$ cat src/rtl/hazard_forward_unit.sv
// Hazard detection and operand forwarding for a 5-stage pipeline (D/E/M/W tracking).
// Latency: forward selects come from registered E/M/W state; stall/flush are same-cycle combinational.
// Backpressure: stall holds fetch/decode and turns the execute slot into a bubble for one cycle.
//
// Ports:
//   CLK, RST                  clock, synchronous active-high reset
//   RsD, RtD, WriteRegD       decode-stage source/destination register addresses
//   RegWriteD, MemtoRegD      decode-stage writes-register / is-load flags
//   BranchD                   decode-stage branch (only used with FWD_DECODE_EN)
//   ForwardAE, ForwardBE      execute operand mux select: 10 = from M, 01 = from W, 00 = register file
//   StallF, StallD, FlushE    pipeline hold / bubble controls
//   StallCount                saturating count of stall cycles
//   ForwardAD, ForwardBD      decode-stage branch compare forwarding (FWD_DECODE_EN builds only)
//
// Optional feature macro: FWD_DECODE_EN (decode-stage branch forwarding and branch stall).
module hazard_forward_unit #(
  parameter int RWL = 5,
  parameter int CWL = 16
) (
  input  logic           CLK,
  input  logic           RST,
  input  logic [RWL-1:0] RsD,
  input  logic [RWL-1:0] RtD,
  input  logic [RWL-1:0] WriteRegD,
  input  logic           RegWriteD,
  input  logic           MemtoRegD,
  input  logic           BranchD,
  output logic [1:0]     ForwardAE,
  output logic [1:0]     ForwardBE,
  output logic           StallF,
  output logic           StallD,
  output logic           FlushE,
  output logic [CWL-1:0] StallCount
`ifdef FWD_DECODE_EN
  ,
  output logic           ForwardAD,
  output logic           ForwardBD
`endif
);

  // Pipeline tracking registers
  logic [RWL-1:0] RsE, RtE, WriteRegE, WriteRegM, WriteRegW;
  logic           RegWriteE, MemtoRegE, RegWriteM, MemtoRegM, RegWriteW;

  logic lwstall;
  logic stall;

  // M-stage hit wins over W-stage hit; register 0 is never forwarded.
  function automatic logic [1:0] fwd_sel(
    input logic [RWL-1:0] src,
    input logic           rw_m,
    input logic [RWL-1:0] wr_m,
    input logic           rw_w,
    input logic [RWL-1:0] wr_w
  );
    logic [1:0] sel;
    sel = 2'b00;
    if (src != '0) begin
      if (rw_m && (wr_m == src))      sel = 2'b10;
      else if (rw_w && (wr_w == src)) sel = 2'b01;
    end
    return sel;
  endfunction

  always_comb begin
    ForwardAE = fwd_sel(RsE, RegWriteM, WriteRegM, RegWriteW, WriteRegW);
    ForwardBE = fwd_sel(RtE, RegWriteM, WriteRegM, RegWriteW, WriteRegW);
  end

  // A load in E whose destination (Rt) feeds the instruction in D.
  assign lwstall = MemtoRegE && (RtE != '0) && ((RtE == RsD) || (RtE == RtD));

`ifdef FWD_DECODE_EN
  logic branchstall;

  assign ForwardAD = (RsD != '0) && RegWriteM && (WriteRegM == RsD);
  assign ForwardBD = (RtD != '0) && RegWriteM && (WriteRegM == RtD);

  // The branch compares in decode, so an ALU result still in E or a load
  // still in M cannot be forwarded in time.
  assign branchstall = BranchD &&
                       ((RegWriteE && ((WriteRegE == RsD) || (WriteRegE == RtD))) ||
                        (MemtoRegM && ((WriteRegM == RsD) || (WriteRegM == RtD))));

  assign stall = lwstall || branchstall;
`else
  logic unused_sigs;

  // BranchD and MemtoRegM only matter to decode-stage branch handling.
  assign unused_sigs = BranchD ^ MemtoRegM;
  assign stall       = lwstall;
`endif

  assign StallF = stall;
  assign StallD = stall;
  assign FlushE = stall;

  always_ff @(posedge CLK) begin
    if (RST) begin
      RsE        <= '0;
      RtE        <= '0;
      WriteRegE  <= '0;
      RegWriteE  <= 1'b0;
      MemtoRegE  <= 1'b0;
      WriteRegM  <= '0;
      RegWriteM  <= 1'b0;
      MemtoRegM  <= 1'b0;
      WriteRegW  <= '0;
      RegWriteW  <= 1'b0;
      StallCount <= '0;
    end else begin
      WriteRegW <= WriteRegM;
      RegWriteW <= RegWriteM;
      WriteRegM <= WriteRegE;
      RegWriteM <= RegWriteE;
      MemtoRegM <= MemtoRegE;
      if (FlushE) begin
        // Bubble is a full nop so it can never match a forward compare.
        RsE       <= '0;
        RtE       <= '0;
        WriteRegE <= '0;
        RegWriteE <= 1'b0;
        MemtoRegE <= 1'b0;
      end else begin
        RsE       <= RsD;
        RtE       <= RtD;
        WriteRegE <= WriteRegD;
        RegWriteE <= RegWriteD;
        MemtoRegE <= MemtoRegD;
      end
      if (stall && (StallCount != '1)) begin
        StallCount <= StallCount + 1'b1;
      end
    end
  end

endmodule

$ cat config.mk
export PLATFORM = sky130hd
export DESIGN_NAME = hazard_forward_unit
export DESIGN_NICKNAME = d
export VERILOG_FILES = /design/src/rtl/hazard_forward_unit.sv
export SDC_FILE = /design/constraint.sdc
export NUM_CORES = 1
export LEC_CHECK = 0
export ABC_AREA = 1
export CAP_MARGIN = 20
export CORE_AREA = 2 2 67 75
export CTS_BUF_LIST = sky130_fd_sc_hd__clkbuf_8
export DETAILED_ROUTE_END_ITERATION = 10
export DIE_AREA = 0 0 69 77
export PLACE_DENSITY = 0.91
export SYNTH_ARGS = -nofsm -noshare
export SYNTH_HDL_FRONTEND = slang
export SYNTH_SLANG_ARGS = --single-unit
$ cat constraint.sdc
create_clock -name CLK -period 2 [get_ports CLK]
set_clock_uncertainty 0.15 [all_clocks]
set_input_delay 0.3 -clock CLK [delete_from_list [all_inputs] [get_ports CLK]]
set_output_delay 0.3 -clock CLK [all_outputs]
set_load 0.01 [all_outputs]
==> impl_metrics.ini <==
[floorplan]
die_x_um = 69
core-area_mm2 = 0.00455
dieArea_mm2 = 0.00531
initial_core_util = 0.522
die_h_um = 77
num_io_pins = 43
rows = 26

[clock_tree]
clock_sinks = 45
cts.hold.buffers_added = 0
clk_pin_slew_ns = 0.08
cts_max_path_buffers = 2
cts_buffers = 5
root_buffer = clkbuf_8
worstSkewPairLatency_ns = 0.31
htree_levels = 2
cts_tree = yes

[timing]
whs_ns = 0.137
tightest_slew_ns = 0.371
min_period_ns = 2.01
drv_slew = 0
setup_viol = 3
fmax_mhz = 497
slew_headroom = 0.752
layout_setup_ws_ns = -0.0108
post-route-period-util = 1.01
hold_viol = 0
rsz0062_at_grt = true
tns_ns = -0.0308

[hold_path]
hp-class = primary input to flop
whs_path_depth = 3

[detailed_routing]
num_vias = 2393
ant_nets = 0
drt_iter0_drc = 143
wirelength_um = 5980
wire_per_inst_um = 12.7
viasPerCell = 5.08
drcViolationCount = 0
drt_first_pass_iters = 5

[synth]
synth_top_area_share = 0.379
yosysTopAreaCell = dfxtp_1
netlist_area_mm2 = 0.00238
yosysSeqAreaShare = 0.379
synth_common_cells = nand2_1 (79), nor2_1 (69), inv_1 (64)
synth_edf_count = 0
yosysUniqueCellTypes = 34
synth_flop_cell = dfxtp_1
synthTopCellsByArea = dfxtp_1 (38%), nand2_1 (12%), nor2_1 (11%), inv_1 (10%), nand4_1 (4.7%)
yosys_register_bits = 45
syn_avg_cell_area_um2 = 6.64
synthArstFlopShare = 0
syn_nets = 379
yosysWarnings = 0
synth.most_common_cell = nand2_1
syn_inst = 358

[final_layout]
drive_above_1_share = 0.202
area_growth_pct = 31.6
fillers = 355
seq_area_um2 = 923
finalNonFillerCells = 471
final_net_count = 435
antenna_cells = 0
multiInputGateArea_mm2 = 0.00121
fin_util = 0.687

[setup_path]
cp-end-kind = output pin
critical_path_class = flop to output pin
r2r_start = RtE[4]
worstPathMaxFanout = 5
cp-start-kind = flop
r2r-end = StallCount[0]
arrival_ns = 1.56
worstPathRequired_ns = 1.55
rr_worst_depth = 10
rrSetupSlack_ns = 0.10
cp-startpoint = RtE[4]
endpoint = FlushE

[global_routing]
overflow = 0
grt_max_degree = 25
met2_usage = 0.404
grt.busiest_layer = met2
grt_usage = 0.213
use_met1 = 0.220
antenna_found_initial = 0
grt_pass1_vias = 2297
global_route.usage.met3 = 0.0539
grt_pass1_wl_um = 9420

[flow_run]
drv_cap = 0

[placement]
dp_hpwl_um = 4090
gp_congestion = 0.910
dp_cells = 461
port_buffers = 41

[power_and_ir_drop]
p_seq_frac = 0.539
leakage_uw = 0.00150
p_total_uw = 1770
peakVddDrop_v = 0.000403
internal-power_uw = 1280
p_comb_frac = 0.134
p_clk_frac = 0.327
power.density_mw_per_mm2 = 565
switchingPower_uw = 485
switching_share = 0.274

[outcome]
violations = setup timing
status = finished, violations left
[per-layer routing]
layer  share of wire  wire [µm]  up-vias
li1                -          -     1212
met1            0.39       2300     1069
met2            0.52       3120       88
met3           0.058        344       24
met4           0.035        208        0
met5               0          0        -
[sequential cells by signal (all words and copies together) (netlist names)]
name / count
RsE: 5
RegWriteE: 1
RtE: 5
StallCount: 16
WriteRegW: 5
WriteRegE: 5
RegWriteW: 1
MemtoRegE: 1
RegWriteM: 1
WriteRegM: 5
[power groups by stage]
| stage | logic (µW) | registers (µW) | clock network (µW) |
|---|---|---|---|
| after floorplan | 122 | 963 | 0 |
| after global placement | 205 | 969 | 0 |
| after detailed placement | 211 | 970 | 0 |
| after CTS | 217 | 949 | 592 |
| after global routing | 257 | 955 | 627 |
| final | 237 | 952 | 579 |
[worst min-delay path by stage]
stage | start | end | slack [ns]
after floorplan | RegWriteE | RegWriteM | 0.24
after global placement | WriteRegE[1] | WriteRegM[1] | 0.24
after detailed placement | WriteRegE[3] | WriteRegM[3] | 0.25
after CTS | WriteRegE[3] | WriteRegM[3] | 0.25
after global routing | RtD[0] | RtE[0] | 0.15
final | RtD[0] | RtE[0] | 0.14
[layout make-up]
class / count / area share
flip-flops and latches: 45 / 0.295
clock buffers: 5 / 0.0220
repair buffers: 61 / 0.186
clock inverters: 3 / 0.00680
inverters: 66 / 0.0808
well taps: 56 / 0.0224
multi-input cells: 235 / 0.387
[what timing repair did]
action,4_1_cts,5_1_grt
setup buffers,2,1
gates resized for setup,41,33
pin swaps,7,12
endpoints found under the setup margin,8,15
[kinds of logic after synthesis]
logic type,Yosys count,synth area share
DFF,45,0.379
xor gates and xnor gates,9,0.0331
and+or+nand+nor,205,0.388
buffers and inverters,78,0.137
AOI/OAI and AO/OA,20,0.0584
adders and majority gates,1,0.00526
[critical path: stages (launching register included)]
cell	delay, ns
dfxtp_1	0.35
inv_1	0.11
nand2_1	0.13
nand2_1	0.09
nor2_1	0.13
nand3_1	0.11
nand2_2	0.09
nand2_2	0.06
inv_2	0.08
buf_6	0.10
[layout by cell type (no fill, tap or decap), types with 2 or more instances in the layout]
cell	instances
nand3_4	2
inv_2	6
a21oi_1	2
nor2_2	3
clkbuf_8	5
a221oi_2	2
dfxtp_1	33
clkdlybuf4s50_1	27
xnor2_1	3
dfxtp_2	9
buf_4	17
dfxtp_4	3
nand2_2	11
nand2_1	75
and2_1	2
o22ai_1	5
inv_1	59
o21ai_0	4
nor2_1	67
nand3b_1	2
nand3_1	17
a21oi_2	5
dlymetal6s2s_1	7
nor3_2	3
xor2_1	6
buf_2	4
inv_6	2
nand4_1	18
buf_6	5
[stage by stage]
stage,instance area [µm²],setup slack (ns)
after global routing,3130,-0.0828
after CTS,3030,-0.0340
after floorplan,2380,0.261
final,3130,-0.0108
after global placement,2930,-0.344
after detailed placement,2930,-0.396
No activity file was read; power rests on OpenSTA's default activity.
